==> src/rtl/alu_bist_if.sv <==
// BIST-to-ALU operand/response bus. Master drives operands, slave (the ALU) returns results.
// Combinational bus, no flow control: the master holds operands until it samples the response.
interface alu_bist_if;
  logic [15:0] alu_A;
  logic [15:0] alu_B;
  logic        alu_Cin;
  logic [3:0]  alu_Mode;
  logic [15:0] alu_Y;
  logic        alu_Cout;
  logic        alu_Overflow;

  modport master (
    output alu_A, alu_B, alu_Cin, alu_Mode,
    input  alu_Y, alu_Cout, alu_Overflow
  );

  modport slave (
    input  alu_A, alu_B, alu_Cin, alu_Mode,
    output alu_Y, alu_Cout, alu_Overflow
  );
endinterface

==> src/rtl/alu_bist.sv <==
// LFSR-driven ALU self-test with a 16-bit MISR; each vector takes SETTLE+1 cycles.
// No backpressure: start is ignored while busy, and the ALU response is sampled unconditionally.
module alu_bist #(
  parameter int          NUM_VECTORS = 64,
  parameter logic [31:0] SEED        = 32'hACE11D2B,
  parameter int          SETTLE      = 1
) (
  input  logic         clk,
  input  logic         rst,
  input  logic         start,
  alu_bist_if.master   alu,
  output logic         busy,
  output logic         done,
  output logic [15:0]  vec_count,
  output logic [15:0]  signature
);

  // An all-zero LFSR would lock up, so a zero seed is substituted.
  localparam logic [31:0] SEED_EFF    = (SEED == 32'h0) ? 32'h0000_0001 : SEED;
  localparam logic [15:0] SETTLE_LAST = 16'(SETTLE - 1);
  localparam logic [15:0] NUM_LAST    = 16'(NUM_VECTORS);

  typedef enum logic [1:0] {
    ST_IDLE,
    ST_DRIVE,
    ST_SAMPLE,
    ST_DONE
  } state_t;

  state_t      state;
  logic [31:0] lfsr;
  logic [31:0] lfsr_step;
  logic [3:0]  mode_cnt;
  logic [3:0]  mode_next;
  logic [15:0] settle_cnt;
  logic [15:0] count_next;
  logic        last_vec;
  logic        flag_en;
  logic        cout_m;
  logic        ovf_m;
  logic [15:0] misr_shift;
  logic [15:0] misr_next;

  assign lfsr_step  = {lfsr[30:0], lfsr[31] ^ lfsr[21] ^ lfsr[1] ^ lfsr[0]};
  assign mode_next  = mode_cnt + 4'd1;
  assign count_next = vec_count + 16'd1;
  assign last_vec   = (count_next == NUM_LAST);

  // Carry and overflow are only meaningful for the add/subtract modes.
  assign flag_en    = (alu.alu_Mode == 4'b0100) || (alu.alu_Mode == 4'b0101);
  assign cout_m     = flag_en & alu.alu_Cout;
  assign ovf_m      = flag_en & alu.alu_Overflow;
  assign misr_shift = {signature[14:0], 1'b0} ^ (signature[15] ? 16'h8005 : 16'h0000);
  assign misr_next  = misr_shift ^ alu.alu_Y ^ {14'b0, cout_m, ovf_m};

  always_ff @(posedge clk or posedge rst) begin
    if (rst) begin
      state        <= ST_IDLE;
      alu.alu_A    <= 16'h0;
      alu.alu_B    <= 16'h0;
      alu.alu_Cin  <= 1'b0;
      alu.alu_Mode <= 4'h0;
      vec_count    <= 16'h0;
      signature    <= 16'h0;
      busy         <= 1'b0;
      done         <= 1'b0;
      lfsr         <= SEED_EFF;
      mode_cnt     <= 4'h0;
      settle_cnt   <= 16'h0;
    end else begin
      case (state)
        ST_IDLE, ST_DONE: begin
          if (start) begin
            lfsr         <= SEED_EFF;
            signature    <= 16'h0;
            vec_count    <= 16'h0;
            mode_cnt     <= 4'h0;
            settle_cnt   <= 16'h0;
            alu.alu_A    <= SEED_EFF[31:16];
            alu.alu_B    <= SEED_EFF[15:0];
            alu.alu_Cin  <= SEED_EFF[31] ^ SEED_EFF[0];
            alu.alu_Mode <= 4'h0;
            busy         <= 1'b1;
            done         <= 1'b0;
            state        <= ST_DRIVE;
          end
        end

        ST_DRIVE: begin
          if (settle_cnt == SETTLE_LAST) begin
            state <= ST_SAMPLE;
          end else begin
            settle_cnt <= settle_cnt + 16'd1;
          end
        end

        ST_SAMPLE: begin
          signature  <= misr_next;
          vec_count  <= count_next;
          lfsr       <= lfsr_step;
          mode_cnt   <= mode_next;
          settle_cnt <= 16'h0;
          if (last_vec) begin
            alu.alu_A    <= 16'h0;
            alu.alu_B    <= 16'h0;
            alu.alu_Cin  <= 1'b0;
            alu.alu_Mode <= 4'h0;
            busy         <= 1'b0;
            done         <= 1'b1;
            state        <= ST_DONE;
          end else begin
            alu.alu_A    <= lfsr_step[31:16];
            alu.alu_B    <= lfsr_step[15:0];
            alu.alu_Cin  <= lfsr_step[31] ^ lfsr_step[0];
            alu.alu_Mode <= mode_next;
            state        <= ST_DRIVE;
          end
        end

        default: state <= ST_IDLE;
      endcase
    end
  end

endmodule

==> src/flat_wrapper.sv <==
// flat-port wrapper written by rule: the top's interface ports become plain ports
module alu_bist_flat 
#(
  parameter int          NUM_VECTORS = 64,
  parameter logic [31:0] SEED        = 32'hACE11D2B,
  parameter int          SETTLE      = 1
)
  (clk, rst, start, busy, done, vec_count, signature, alu_alu_A, alu_alu_B, alu_alu_Cin, alu_alu_Mode, alu_alu_Y, alu_alu_Cout, alu_alu_Overflow);
  alu_bist_if alu_i ();
  input  logic clk;
  input  logic rst;
  input  logic start;
  output logic busy;
  output logic done;
  output logic [15:0] vec_count;
  output logic [15:0] signature;
  output wire logic [$bits(alu_i.alu_A)-1:0] alu_alu_A;
  output wire logic [$bits(alu_i.alu_B)-1:0] alu_alu_B;
  output wire logic [$bits(alu_i.alu_Cin)-1:0] alu_alu_Cin;
  output wire logic [$bits(alu_i.alu_Mode)-1:0] alu_alu_Mode;
  input wire logic [$bits(alu_i.alu_Y)-1:0] alu_alu_Y;
  input wire logic [$bits(alu_i.alu_Cout)-1:0] alu_alu_Cout;
  input wire logic [$bits(alu_i.alu_Overflow)-1:0] alu_alu_Overflow;
  assign alu_alu_A = alu_i.alu_A;
  assign alu_alu_B = alu_i.alu_B;
  assign alu_alu_Cin = alu_i.alu_Cin;
  assign alu_alu_Mode = alu_i.alu_Mode;
  assign alu_i.alu_Y = alu_alu_Y;
  assign alu_i.alu_Cout = alu_alu_Cout;
  assign alu_i.alu_Overflow = alu_alu_Overflow;
  alu_bist #(.NUM_VECTORS(NUM_VECTORS), .SEED(SEED), .SETTLE(SETTLE)) u_core (.clk(clk), .rst(rst), .start(start), .alu(alu_i), .busy(busy), .done(done), .vec_count(vec_count), .signature(signature));
endmodule
==> config.mk <==
export PLATFORM = sky130hd
export DESIGN_NAME = alu_bist_flat
export DESIGN_NICKNAME = d
export VERILOG_FILES = /design/src/rtl/alu_bist_if.sv /design/src/rtl/alu_bist.sv /design/src/flat_wrapper.sv
export SDC_FILE = /design/constraint.sdc
export NUM_CORES = 1
export LEC_CHECK = 0
export ABC_AREA = 1
export BUFFER_PORTS_ARGS = -buffer_cell sky130_fd_sc_hd__buf_2
export CAP_MARGIN = 30
export CORE_MARGIN = 5
export CORE_UTILIZATION = 61
export DETAILED_ROUTE_END_ITERATION = 8
export PLACE_DENSITY = 0.94
export RECOVER_POWER = 100
export SYNTH_ARGS = -nofsm -noshare
export SYNTH_HDL_FRONTEND = slang
export SYNTH_SLANG_ARGS = --single-unit
==> constraint.sdc <==
create_clock -name clk -period 8.7 [get_ports clk]
set_input_delay 0.435 -clock clk [delete_from_list [all_inputs] [get_ports clk]]
set_output_delay 0.435 -clock clk [all_outputs]
set_load 0.01 [all_outputs]
==> summary.txt, run 1 <==
======================================================================================
Proportion of power drawn by the clock network                                   28.2%
Seq cells post-synth                                                               125
Post-synthesis share of cell area spent on xor and xnor gates                   4.452%
Logic gate share of total power                                                  32.3%
Critical path startpoint category                                            flip-flop
CTS tree                                                                          done
Most Used Layer, Global Route                                                     met2
Worst path arrival time                                                        5.87 ns
Number of global-route vias before repair                                        5,179
Worst setup path class                                                    flip-flop to flip-flop
Synth Area in Simple Gates                                                      22.60%
Total number of clock tree sinks                                                   125
Initial Util                                                                    61.52%
Clock buffers created by TritonCTS                                                  17
Die span in x                                                                 108.4 um
Fin Hold WS                                                                  0.2108 ns
Post-synth net total                                                               706
Minimum period implied by the final worst setup slack                         5.515 ns
Dpl hpwl                                                                       9717 um
Clock slew seen by the registers of the worst setup and hold paths             0.06 ns
Transition at the pin with the smallest max-transition slack                  1.559 ns
# DRC                                                                                0
Wire length after detailed routing                                           15,030 um
Number of nets with antenna violations after detailed routing                        0
Finished Cell Area                                                           6844 um^2
Clock latency reported for the late side of the worst-skew pair                0.52 ns
Master of the slowest instance on the critical path                       sky130_fd_sc_hd__nand2_1
Number of pins exceeding their max-slew limit in the final report                   91
Maximum count of clock buffers along a single path                                   2
Status                                                                    complete, but fails checks
Post-route setup TNS                                                              0 ns
Failing checks                                                            capacitance limit, slew limit
Wire length of the first global-routing pass                                 24,980 um
CTS root buffer                                                           sky130_fd_sc_hd__clkbuf_8
Cell count after synthesis                                                         678
Number of DRC markers in iteration 0                                               525
Critical-path cell list                                                   inv_1, ha_1, inv_1, nor2_4, inv_1, nand2_1, inv_1, buf_12, nand2_1, o21ai_0
Number of vias per cell                                                          5.664
Remaining global-route overflow                                                      0
Global Route met2 Usage                                                         44.89%
Unrepaired setup endpoints after global routing                                  false
Max_cap viols                                                                        2
Area fraction in compound gates after synthesis                                 11.68%
Largest voltage drop on the vdd net                                          0.2051 mV
Count of synthesis-stage warnings from yosys                                         0
Dominant delay contributor by cell family on the critical path            buffers and inverters
Max Freq                                                                     181.3 MHz
Initial antenna violation count                                                      0
CTS-repair resized insts                                                             0
Die area                                                                   11,740 um^2
Most prevalent standard cell on the critical path                         sky130_fd_sc_hd__inv_1
Worst slew margin relative to its limit                                        -4.520%
Clock H-tree levels                                                                  4
Syn_area_per_cell                                                           8.705 um^2
Top fanout value on the critical path                                               56
Area of the core                                                             9594 um^2
Number of optimization iterations in the first detailed-route pass                   6
Area of the mapped netlist                                                   5902 um^2
Antenna diode count                                                                  0
Post-detailed-placement cell area                                            6436 um^2
Main combinational cell family by area after synthesis                    simple AND/OR/NAND/NOR gates
Maximum number of pins on one net before global-route repair                        66
Min-delay worst type                                                      primary input to flip-flop
Internal Dissipation                                                          1.361 mW
Grt met1 use                                                                    34.64%
Static leakage                                                                3.176 nW
Required time reported for the critical path endpoint                          9.05 ns
Detailed-route via count                                                         5,160
Routed wire length per instance                                               16.50 um
Delay contributed by the slowest stage of the critical path                    1.34 ns
Seq pwr share                                                                    39.6%
Power per standard cell area                                              333.1 nW/um^2
Number of buffers added on ports                                                    91
Switching share of power                                                        40.28%
Die Y                                                                         108.4 um
CP Buf/Inv Count                                                                     5
Total routing usage reported by global routing                                  27.08%
Critical path endpoint category                                              flip-flop
Share of cells above drive strength 1                                           11.31%
Adder and majority gate portion of the synthesized area                         1.484%
Portion of netlist area occupied by mux cells                                       0%
Fin crit share                                                                  63.39%
Met3 GRT Util                                                                   6.328%
Weighted congestion reported at the end of routability-driven placement         0.8929
Area overhead of the layout relative to synthesis                               15.96%
Final worst clock skew                                                     0.009330 ns
Nets                                                                               793
Count of final hold-check violations                                                 0
Final number of setup-violating endpoints                                            0
Number of distinct standard cells referenced by the synthesized netlist             32
Portion of the post-synthesis area used by sequential elements                  53.34%
Total number of placement rows                                                      36
Total net switching power                                                     918.2 uW
Total I/O pin count                                                                 92
======================================================================================
## final cells by class
class	instances	area, um^2
Clock buffer	18	427.9
Inverter	62	236.5
Timing Repair Buffer	95	427.9
Multi-Input combinational cell	464	2326
Sequential cell	125	3148
Fill cell	713	2750
Clock inverter	14	111.4
Tap cell	133	166.4
## repair_timing
action	4_1_cts	5_1_grt
hold buffers	1	0
hold endpoints to repair	35	0
buffers inserted	0	0
## per-layer routing
| metal | up-vias | wire length, um |
|---|---|---|
| met2 | 232 | 7497 |
| li1 | 2399 | - |
| met5 | - | 0 |
| met1 | 2485 | 6200 |
| met3 | 44 | 959 |
| met4 | 0 | 376 |
## synthesized netlist by cell type (all sizes together)
cell	n	area, um^2
nor3	6	30.03
ha	7	87.58
a22o	4	35.03
nor2	36	172.7
nand2	200	765.7
inv	62	235.2
a21oi	7	35.03
clkbuf	15	56.30
nand4	11	68.82
xnor2	18	157.7
nor4	3	18.77
nor3b	1	7.510
dfrtp	109	2728
o21ai	89	483.0
xor2	12	105.1
buf	12	88.83
dfstp	16	420.4
o31ai	8	60.06
o22ai	11	68.82
nand3	50	270.3
a22oi	1	7.510
## cell families after synthesis
group                    Yosys count
flip-flops                       125
AND/OR/NAND/NOR                  307
AO/OA/AOI/OAI                    120
buffers and inverters             89
XOR/XNOR                          30
adder cells (fa/ha/maj)            7
## state kept, by name, summed over array words and instances, names as in the netlist, 2 cells and up
signal               count
u_core.signature        16
u_core.alu.alu_A        16
u_core.alu.alu_Mode      4
u_core.alu.alu_B        16
u_core.settle_cnt       16
u_core.mode_cnt          4
u_core.lfsr             32
u_core.vec_count        16
u_core.state             2
## worst register-to-register path, stage by stage, from the launching register on
cell and delay [ns]:
sky130_fd_sc_hd__dfrtp_1 0.44, sky130_fd_sc_hd__inv_1 0.08, sky130_fd_sc_hd__ha_1 0.26, sky130_fd_sc_hd__inv_1 0.32, sky130_fd_sc_hd__nor2_4 0.77, sky130_fd_sc_hd__inv_1 0.73, sky130_fd_sc_hd__nand2_1 1.35, sky130_fd_sc_hd__inv_1 0.77
sky130_fd_sc_hd__buf_12 0.40, sky130_fd_sc_hd__nand2_1 0.13, sky130_fd_sc_hd__o21ai_0 0.10
## worst paths after layout
path	startpoint	to	slack [ns]	cells past startpoint
setup / recovery	u_core.state[0]	u_core.lfsr[9]	3.19	10
hold / removal	alu_alu_Y[12]	u_core.signature[12]	0.21	3
setup reg to reg	u_core.state[0]	u_core.lfsr[9]	3.19	10
hold reg to reg	u_core.lfsr[22]	u_core.lfsr[22]	0.47	2
max in group asynchronous	rst	u_core.lfsr[8]	5.84	5
min in group asynchronous	rst	u_core.settle_cnt[7]	0.82	3
## layout by cell type, fill, tap and decap left out, drive strengths merged, types with 12 or more instances in the layout
cell type	netlist	final
buf	12	22
clkbuf	15	90
dfrtp	109	109
dfstp	16	16
inv	62	66
nand2	200	200
nand3	50	50
nor2	36	36
o21ai	89	89
xnor2	18	18
xor2	12	12
## power groups by stage
stage                     sequential [mW]  clock [mW]  combinational, mW
after floorplan                     0.917           0              0.492
after global placement              0.889           0              0.723
final                               0.902       0.642              0.736
after global routing                0.918       0.674              0.824
after detailed placement            0.897           0              0.765
after CTS                           0.895       0.642              0.791
## per-stage QoR
stage / util, % / total power [mW] / instances / worst slack, ns
floorplan: - / 1.409 / 678 / 4.964
global placement: 66.59 / 1.612 / 876 / 4.593
detailed placement: 67.08 / 1.663 / 878 / 4.638
CTS: 72.81 / 2.328 / 911 / 4.582
global route: 71.34 / 2.417 / 911 / 2.732
finish: 71.34 / 2.280 / 911 / 3.185
No activity file was read; power rests on OpenSTA's default activity.
==> run 2, diff against run 1 <==
--- a/config.mk
+++ b/config.mk
@@ -9,9 +9,9 @@
 export BUFFER_PORTS_ARGS = -buffer_cell sky130_fd_sc_hd__buf_2
 export CAP_MARGIN = 30
 export CORE_MARGIN = 5
-export CORE_UTILIZATION = 61
+export CORE_UTILIZATION = 57
 export DETAILED_ROUTE_END_ITERATION = 8
-export PLACE_DENSITY = 0.94
+export PLACE_DENSITY = 0.89
 export RECOVER_POWER = 100
 export SYNTH_ARGS = -nofsm -noshare
 export SYNTH_HDL_FRONTEND = slang
==> constraint.sdc (replaced) <==
create_clock -name clk -period 5.51 [get_ports clk]
set_input_delay 0.2755 -clock clk [delete_from_list [all_inputs] [get_ports clk]]
set_output_delay 0.2755 -clock clk [all_outputs]
set_load 0.01 [all_outputs]
==> summary.txt, run 2 (synthesis gave the netlist of run 1 again) <==
======================================================================================
Status                                                                    complete, but fails checks
Failing checks                                                            capacitance limit, slew limit
Unrepaired setup endpoints after global routing                                  false
Maximum number of pins on one net before global-route repair                        73   +11%
Dpl hpwl                                                                       9697 um   -0.21%
Total number of clock tree sinks                                                   125   unchanged
Maximum count of clock buffers along a single path                                   2   unchanged
Depth of the worst register-to-register path                                        12   +2
Clock buffers created by TritonCTS                                                  17   unchanged
Post-route setup TNS                                                              0 ns   unchanged
Critical path endpoint category                                              flip-flop
Weighted congestion reported at the end of routability-driven placement         0.8556   -4.2%
Pwr Total                                                                     3.713 mW   +63%
Worst hold path stage count                                                          3   unchanged
Top fanout value on the critical path                                               53   -5.4%
CTS root buffer                                                           sky130_fd_sc_hd__clkbuf_8
Number of nets with antenna violations after detailed routing                        0   unchanged
Final worst clock skew                                                      0.01342 ns   +0.004086 ns
Number of pins exceeding their max-slew limit in the final report                   73   -20%
Worst path arrival time                                                        4.54 ns   -1.33 ns
Seq pwr share                                                                    38.2%   -1.4 points
Internal Dissipation                                                          2.279 mW   +67%
Final design utilization                                                        67.46%   -3.9 points
Number of vias per cell                                                          5.640   -0.42%
Area of the core                                                           10,230 um^2   +6.6%
Number of optimization iterations in the first detailed-route pass                   5   -1
Count of final hold-check violations                                                 0   unchanged
CTS-repair resized insts                                                             0   unchanged
Register containing the most flip-flops in the final layout                u_core.lfsr
Total I/O pin count                                                                 92   unchanged
Fin crit share                                                                  74.66%   +11 points
Finished Cell Area                                                           6902 um^2   +0.84%
Worst setup path class                                                    flip-flop to flip-flop
Max Freq                                                                     243.1 MHz   +34%
Number of DRC markers in iteration 0                                               528   +0.57%
Initial antenna violation count                                                      0   unchanged
Final number of setup-violating endpoints                                            0   unchanged
Initial Util                                                                    57.69%   -3.8 points
Max FFs per register                                                                32   unchanged
Non-filler cells, final                                                            915   +0.44%
Detailed-route via count                                                         5,161   +0.019%
Number of global-route vias before repair                                        5,040   -2.7%
Total routing usage reported by global routing                                  24.73%   -2.3 points
Nets                                                                               794   +0.13%
Static leakage                                                                3.199 nW   +0.71%
Required time reported for the critical path endpoint                          5.94 ns   -3.11 ns
Clock latency reported for the late side of the worst-skew pair                0.53 ns   about the same
Transition at the pin with the smallest max-transition slack                  3.012 ns   +1.452 ns
Setup bufs post-CTS                                                                  0   unchanged
Worst slew margin relative to its limit                                        -101.9%   -97 points
Number of hold-repair buffers added at the cts stage                                 1   unchanged
Antenna diode count                                                                  0   unchanged
Area overhead of the layout relative to synthesis                               16.94%
Min-delay worst type                                                      primary input to flip-flop
Wire length after detailed routing                                           14,940 um   -0.61%
Remaining global-route overflow                                                      0   unchanged
Clock slew seen by the registers of the worst setup and hold paths             0.06 ns   about the same
Total net switching power                                                     1.434 mW   +56%
Die area                                                                   12,490 um^2   +6.4%
Die span in x                                                                 111.8 um   +3.1%
Routed wire length per instance                                               16.33 um   -1.0%
Largest voltage drop on the vdd net                                          0.2942 mV   +43%
# DRC                                                                                0   unchanged
Total number of placement rows                                                      37   +2.8%
Leading cell types in the layout, fill and taps excluded                  194 x sky130_fd_sc_hd__nand2_1, 109 x sky130_fd_sc_hd__dfrtp_1, 89 x sky130_fd_sc_hd__o21ai_0, 72 x sky130_fd_sc_hd__clkbuf_1, 59 x sky130_fd_sc_hd__inv_1
Max_cap viols                                                                        1   -1
Proportion of power drawn by the clock network                                   30.9%   +2.7 points
Setup slack after layout                                                      1.396 ns   -1.789 ns
Switching share of power                                                        38.63%   -1.7 points
Share of cells above drive strength 1                                           11.55%   +0.24 points
CTS tree                                                                          done
Number of buffers added on ports                                                    91   unchanged
Post-place setup slack                                                        2.143 ns   -2.495 ns
Post-detailed-placement cell area                                            6427 um^2   -0.14%
Placed insts                                                                       882   +0.46%
Logic gate share of total power                                                  30.9%   -1.4 points
Wire length of the first global-routing pass                                 25,030 um   +0.17%
Most common cell after layout, fill and taps aside                        sky130_fd_sc_hd__nand2_1
Minimum period implied by the final worst setup slack                         4.114 ns   -1.401 ns
Critical path startpoint category                                            flip-flop
Die Y                                                                         111.8 um   +3.1%
Power per standard cell area                                              538.0 nW/um^2   +62%
Clock H-tree levels                                                                  4   unchanged
Fin Hold WS                                                                 0.05703 ns   -0.1538 ns
======================================================================================
==> run 2: layout make-up <==
class                           instances  area (um^2)
Tap cell                              136        170.2
Sequential cell                       125         3148
Clock inverter                         14        183.9
Fill cell                             817         3329
Multi-Input combinational cell        464         2328
Inverter                               62        236.5
Timing Repair Buffer                   96        416.7
Clock buffer                           18        417.9
==> run 2: worst max-delay path, cell delays in order (launching register included) <==
cell and delay [ns]:
sky130_fd_sc_hd__dfrtp_1 0.40, sky130_fd_sc_hd__inv_1 0.08, sky130_fd_sc_hd__ha_1 0.28, sky130_fd_sc_hd__inv_1 0.49, sky130_fd_sc_hd__nor2_4 0.06, sky130_fd_sc_hd__buf_4 0.27
sky130_fd_sc_hd__inv_1 0.77, sky130_fd_sc_hd__nand2_2 0.06, sky130_fd_sc_hd__buf_4 0.31, sky130_fd_sc_hd__inv_1 0.74, sky130_fd_sc_hd__buf_12 0.31, sky130_fd_sc_hd__nand2_1 0.08
sky130_fd_sc_hd__o21ai_0 0.10
==> run 2: routing by layer <==
| metal | GRT usage [%] | wire length (um) |
|---|---|---|
| met2 | 39.61 | 7477 |
| met1 | 32.49 | 5999 |
| met3 | 6.630 | 1129 |
| met4 | 9.165 | 334 |
| met5 | 0 | 0 |
==> run 2: path summary, 6_finish.rpt <==
path / end / slack, ns / startpoint
max: u_core.alu.alu_B[10] / 1.40 / u_core.state[0]
min: u_core.signature[8] / 0.06 / alu_alu_Y[8]
max reg2reg: u_core.alu.alu_B[10] / 1.40 / u_core.state[0]
min reg2reg: u_core.lfsr[11] / 0.47 / u_core.lfsr[11]
max in group asynchronous: u_core.alu.alu_B[2] / 2.07 / rst
min in group asynchronous: u_core.settle_cnt[6] / 1.16 / rst
==> run 2: power by group through the flow <==
| stage | combinational (mW) | sequential, mW | clock [mW] |
|---|---|---|---|
| finish | 1.15 | 1.42 | 1.15 |
| global route | 1.29 | 1.45 | 1.20 |
| CTS | 1.24 | 1.41 | 1.15 |
| detailed placement | 1.21 | 1.42 | 0 |
| global placement | 1.15 | 1.41 | 0 |
| floorplan | 0.777 | 1.45 | 0 |
==> run 3, diff against run 2 <==
--- a/config.mk
+++ b/config.mk
@@ -5,13 +5,13 @@
 export SDC_FILE = /design/constraint.sdc
 export NUM_CORES = 1
 export LEC_CHECK = 0
-export ABC_AREA = 1
+export ABC_AREA = 0
 export BUFFER_PORTS_ARGS = -buffer_cell sky130_fd_sc_hd__buf_2
 export CAP_MARGIN = 30
 export CORE_MARGIN = 5
-export CORE_UTILIZATION = 57
+export CORE_UTILIZATION = 51
 export DETAILED_ROUTE_END_ITERATION = 8
-export PLACE_DENSITY = 0.89
+export PLACE_DENSITY = 0.85
 export RECOVER_POWER = 100
 export SYNTH_ARGS = -nofsm -noshare
 export SYNTH_HDL_FRONTEND = slang
==> constraint.sdc (replaced) <==
create_clock -name clk -period 3.7 [get_ports clk]
set_input_delay 0.185 -clock clk [delete_from_list [all_inputs] [get_ports clk]]
set_output_delay 0.185 -clock clk [all_outputs]
set_load 0.01 [all_outputs]
==> summary.txt, run 3 <==
======================================================================================
CTS-repair resized insts                                                             0   unchanged
Final worst clock skew                                                      0.01454 ns   +0.001128 ns
Seq cells post-synth                                                               125   unchanged
Weighted congestion reported at the end of routability-driven placement         0.8535   -0.25%
Nets                                                                               680   -14%
Antenna diode count                                                                  0   unchanged
Critical R2R Capture                                                      u_core.alu.alu_B[7]
Multi-input gate area                                                        2256 um^2   -3.1%
Maximum count of clock buffers along a single path                                   2   unchanged
Worst slew margin relative to its limit                                        -21.27%   +81 points
Total I/O pin count                                                                 92   unchanged
Count of final hold-check violations                                                 0   unchanged
Placed insts                                                                       759   -14%
Commonest register cell after synthesis                                   sky130_fd_sc_hd__dfrtp_1
Critical path endpoint category                                              flip-flop
Static leakage                                                                2.997 nW   -6.3%
Number of enable-type register cells in the synthesized netlist                      0   unchanged
Leading cell types in the layout, fill and taps excluded                  109 x sky130_fd_sc_hd__dfrtp_1, 97 x sky130_fd_sc_hd__nand2_1, 74 x sky130_fd_sc_hd__clkbuf_1, 57 x sky130_fd_sc_hd__o21ai_0
Post-route setup TNS                                                              0 ns   unchanged
Cell count after synthesis                                                         553   -18%
Startpoint of the worst hold path                                         alu_alu_Cout
Number of vias per cell                                                          5.841   +3.6%
Area of the core                                                           10,790 um^2   +5.5%
Fin Hold WS                                                                 0.01931 ns   -0.03773 ns
Share of async-settable or async-resettable flops after synthesis               100.0%   unchanged
Most common cell after layout, fill and taps aside                        sky130_fd_sc_hd__dfrtp_1
Failing checks                                                            capacitance limit, slew limit
CP Buf/Inv Count                                                                     0   -7
Power per standard cell area                                              820.0 nW/um^2   +52%
Die Y                                                                         114.9 um   +2.8%
Worst setup path class                                                    flip-flop to flip-flop
Area of the mapped netlist                                                   5610 um^2   -4.9%
Finished Cell Area                                                           6774 um^2   -1.8%
Clock slew seen by the registers of the worst setup and hold paths             0.06 ns   about the same
Initial antenna violation count                                                      0   unchanged
Critical path startpoint category                                            flip-flop
Depth of the worst register-to-register path                                         7   -5
Total routing usage reported by global routing                                  22.14%   -2.6 points
Number of hold-repair buffers added at the cts stage                                13   +12
Endpoint, Worst Hold                                                      u_core.signature[1]
Required time reported for the critical path endpoint                          4.10 ns   -1.84 ns
Clock latency reported for the late side of the worst-skew pair                0.53 ns   about the same
Area overhead of the layout relative to synthesis                               20.74%
Die span in x                                                                 114.9 um   +2.8%
Post-detailed-placement cell area                                            6192 um^2   -3.7%
Syn_area_per_cell                                                           10.15 um^2   +17%
Routed wire length per instance                                               17.57 um   +7.6%
Minimum period implied by the final worst setup slack                         3.202 ns   -0.9122 ns
Largest voltage drop on the vdd net                                          0.5071 mV   +72%
Cell taking the most area after synthesis                                 sky130_fd_sc_hd__dfrtp_1
FILL cells                                                                         850   +4.0%
Total number of placement rows                                                      38   +2.7%
Worst path arrival time                                                        3.61 ns   -0.93 ns
Number of nets with antenna violations after detailed routing                        0   unchanged
Dominant delay contributor by cell family on the critical path            simple AND/OR/NAND/NOR gates
Wire length after detailed routing                                           14,140 um   -5.3%
Min-delay worst type                                                      primary input to flip-flop
Post-synth net total                                                               581   -18%
Setup bufs post-CTS                                                                  0   unchanged
Master of the slowest instance on the critical path                       sky130_fd_sc_hd__o31a_1
Clock H-tree levels                                                                  4   unchanged
Register containing the most flip-flops in the final layout                u_core.lfsr
Initial Util                                                                    51.98%   -5.7 points
Transition at the pin with the smallest max-transition slack                  1.819 ns   -1.192 ns
Dpl hpwl                                                                       8590 um   -11%
Number of optimization iterations in the first detailed-route pass                   5   unchanged
Number of DRC markers in iteration 0                                               393   -26%
Critical-path cell list                                                   ha_1, nand3_1, or4_1, o21a_1, or3_1, o31a_1, a22o_1
Max_cap viols                                                                        2   +1
Remaining global-route overflow                                                      0   unchanged
CTS tree                                                                          done
Setup slack after layout                                                     0.4982 ns   -0.8978 ns
Maximum number of pins on one net before global-route repair                        76   +4.1%
Pwr Total                                                                     5.555 mW   +50%
Number of pins exceeding their max-slew limit in the final report                  107   +47%
Unrepaired setup endpoints after global routing                                  false
Total number of clock tree sinks                                                   125   unchanged
Sequential standard cell area                                                3148 um^2   unchanged
Wire length of the first global-routing pass                                 23,160 um   -7.4%
Max FFs per register                                                                32   unchanged
Status                                                                    complete, but fails checks
Share of cells above drive strength 1                                           11.73%   +0.18 points
Top fanout value on the critical path                                               19   -64%
# DRC                                                                                0   unchanged
Final number of setup-violating endpoints                                            0   unchanged
Fin crit share                                                                  86.53%   +12 points
Most frequently used cell type in the post-synthesis netlist              sky130_fd_sc_hd__dfrtp_1
Share of Yosys cell area claimed by the top area cell type                      48.62%   +2.4 points
Portion of the post-synthesis area used by sequential elements                  56.11%   +2.8 points
R2R setup slack                                                                0.50 ns   -0.90 ns
Non-filler cells, final                                                            805   -12%
Clock buffers created by TritonCTS                                                  17   unchanged
Detailed-route via count                                                         4,702   -8.9%
Max Freq                                                                     312.3 MHz   +28%
Worst r2r src                                                             u_core.vec_count[1]
Delay contributed by the slowest stage of the critical path                    0.60 ns   -0.17 ns
Number of buffers added on ports                                                    91   unchanged
Worst hold path stage count                                                          4   +1
CTS root buffer                                                           sky130_fd_sc_hd__clkbuf_8
Number of distinct standard cells referenced by the synthesized netlist             47   +47%
Post-place setup slack                                                       0.6169 ns   -1.526 ns
Most used standard cells in the synthesized netlist                       109 x sky130_fd_sc_hd__dfrtp_1, 97 x sky130_fd_sc_hd__nand2_1, 54 x sky130_fd_sc_hd__o21ai_0, 39 x sky130_fd_sc_hd__nor2_1, 38 x sky130_fd_sc_hd__a22o_1
Die area                                                                   13,200 um^2   +5.7%
Number of global-route vias before repair                                        4,675   -7.2%
Final design utilization                                                        62.76%   -4.7 points
Top cells by area, synth                                                  sky130_fd_sc_hd__dfrtp_1 49%, sky130_fd_sc_hd__dfstp_2 7.5%, sky130_fd_sc_hd__nand2_1 6.5%
Count of synthesis-stage warnings from yosys                                         0   unchanged
======================================================================================
==> run 3: cell types whose count changed in the layout (fill, tap and decap cells not counted), sizes merged, moves of 9 or more <==
cell / before / now
nand2: 200 / 97
inv: 66 / 20
nand3: 50 / 13
a22o: 4 / 38
o21ai: 89 / 57
a21oi: 7 / 20
dlygate4sd3: 1 / 14
o22ai: 11 / 1
and3: 0 / 9
xnor2: 18 / 27
==> run 3: logic make-up (layout without fill, tap and decap cells) <==
group / Yosys count / in the layout / share of synthesized area (%)
AOI/OAI and AO/OA: 142 / 142 / 16.70
xor gates and xnor gates: 41 / 41 / 6.401
adders and majority gates: 7 / 7 / 1.561
buffers and inverters: 45 / 157 / 3.434
DFF: 125 / 125 / 56.11
and+or+nand+nor: 193 / 193 / 15.79
==> run 3: report_power, final <==
| part | total [mW] | switching [mW] | leakage (nW) | internal [mW] |
|---|---|---|---|---|
| clock | 1.65 | 0.666 | 0.284 | 0.980 |
| sequential | 2.13 | 0.312 | 1.62 | 1.81 |
| combinational | 1.78 | 1.16 | 1.09 | 0.622 |
==> run 3: layout make-up <==
class,count,share of cell area [%]
sequential,125,46.47
multi-input combinational,383,33.30
timing repair buffer,112,8.238
clock buffer,17,6.114
tap,140,2.586
clock inverter,15,2.549
inverter,13,0.7388
==> run 3: worst min-delay path, delay by kind of cell <==
kind | cells | cell delay [ns]
xor+xnor | 1 | 0.12
simple gates | 1 | 0.05
compound gates | 1 | 0.06
buf+inv | 1 | 0.08
==> run 3: worst max-delay path by stage <==
| stage | from | to | slack, ns | depth (start not counted) |
|---|---|---|---|---|
| 2_1_floorplan | rst | u_core.alu.alu_A[0] | 0.21 | 1 |
| 3_3_place_gp | u_core.vec_count[0] | u_core.alu.alu_B[15] | 0.79 | 7 |
| 3_5_place_dp | u_core.vec_count[0] | u_core.alu.alu_B[7] | 0.62 | 7 |
| 4_1_cts | u_core.vec_count[0] | u_core.alu.alu_B[2] | 0.61 | 7 |
| 5_1_grt | u_core.state[0] | u_core.alu.alu_A[6] | 0.37 | 7 |
| 6_report | u_core.vec_count[1] | u_core.alu.alu_B[7] | 0.50 | 7 |
==> run 3: layer usage <==
layer  vias to the layer above  global-route usage [%]  share of wire, %
met5                         -                       0                 0
met2                       181                   35.76                50
met1                      2355                   27.95                41
met3                        33                   6.263               6.2
met4                         0                   9.624               2.4
li1                       2133                       -                 -
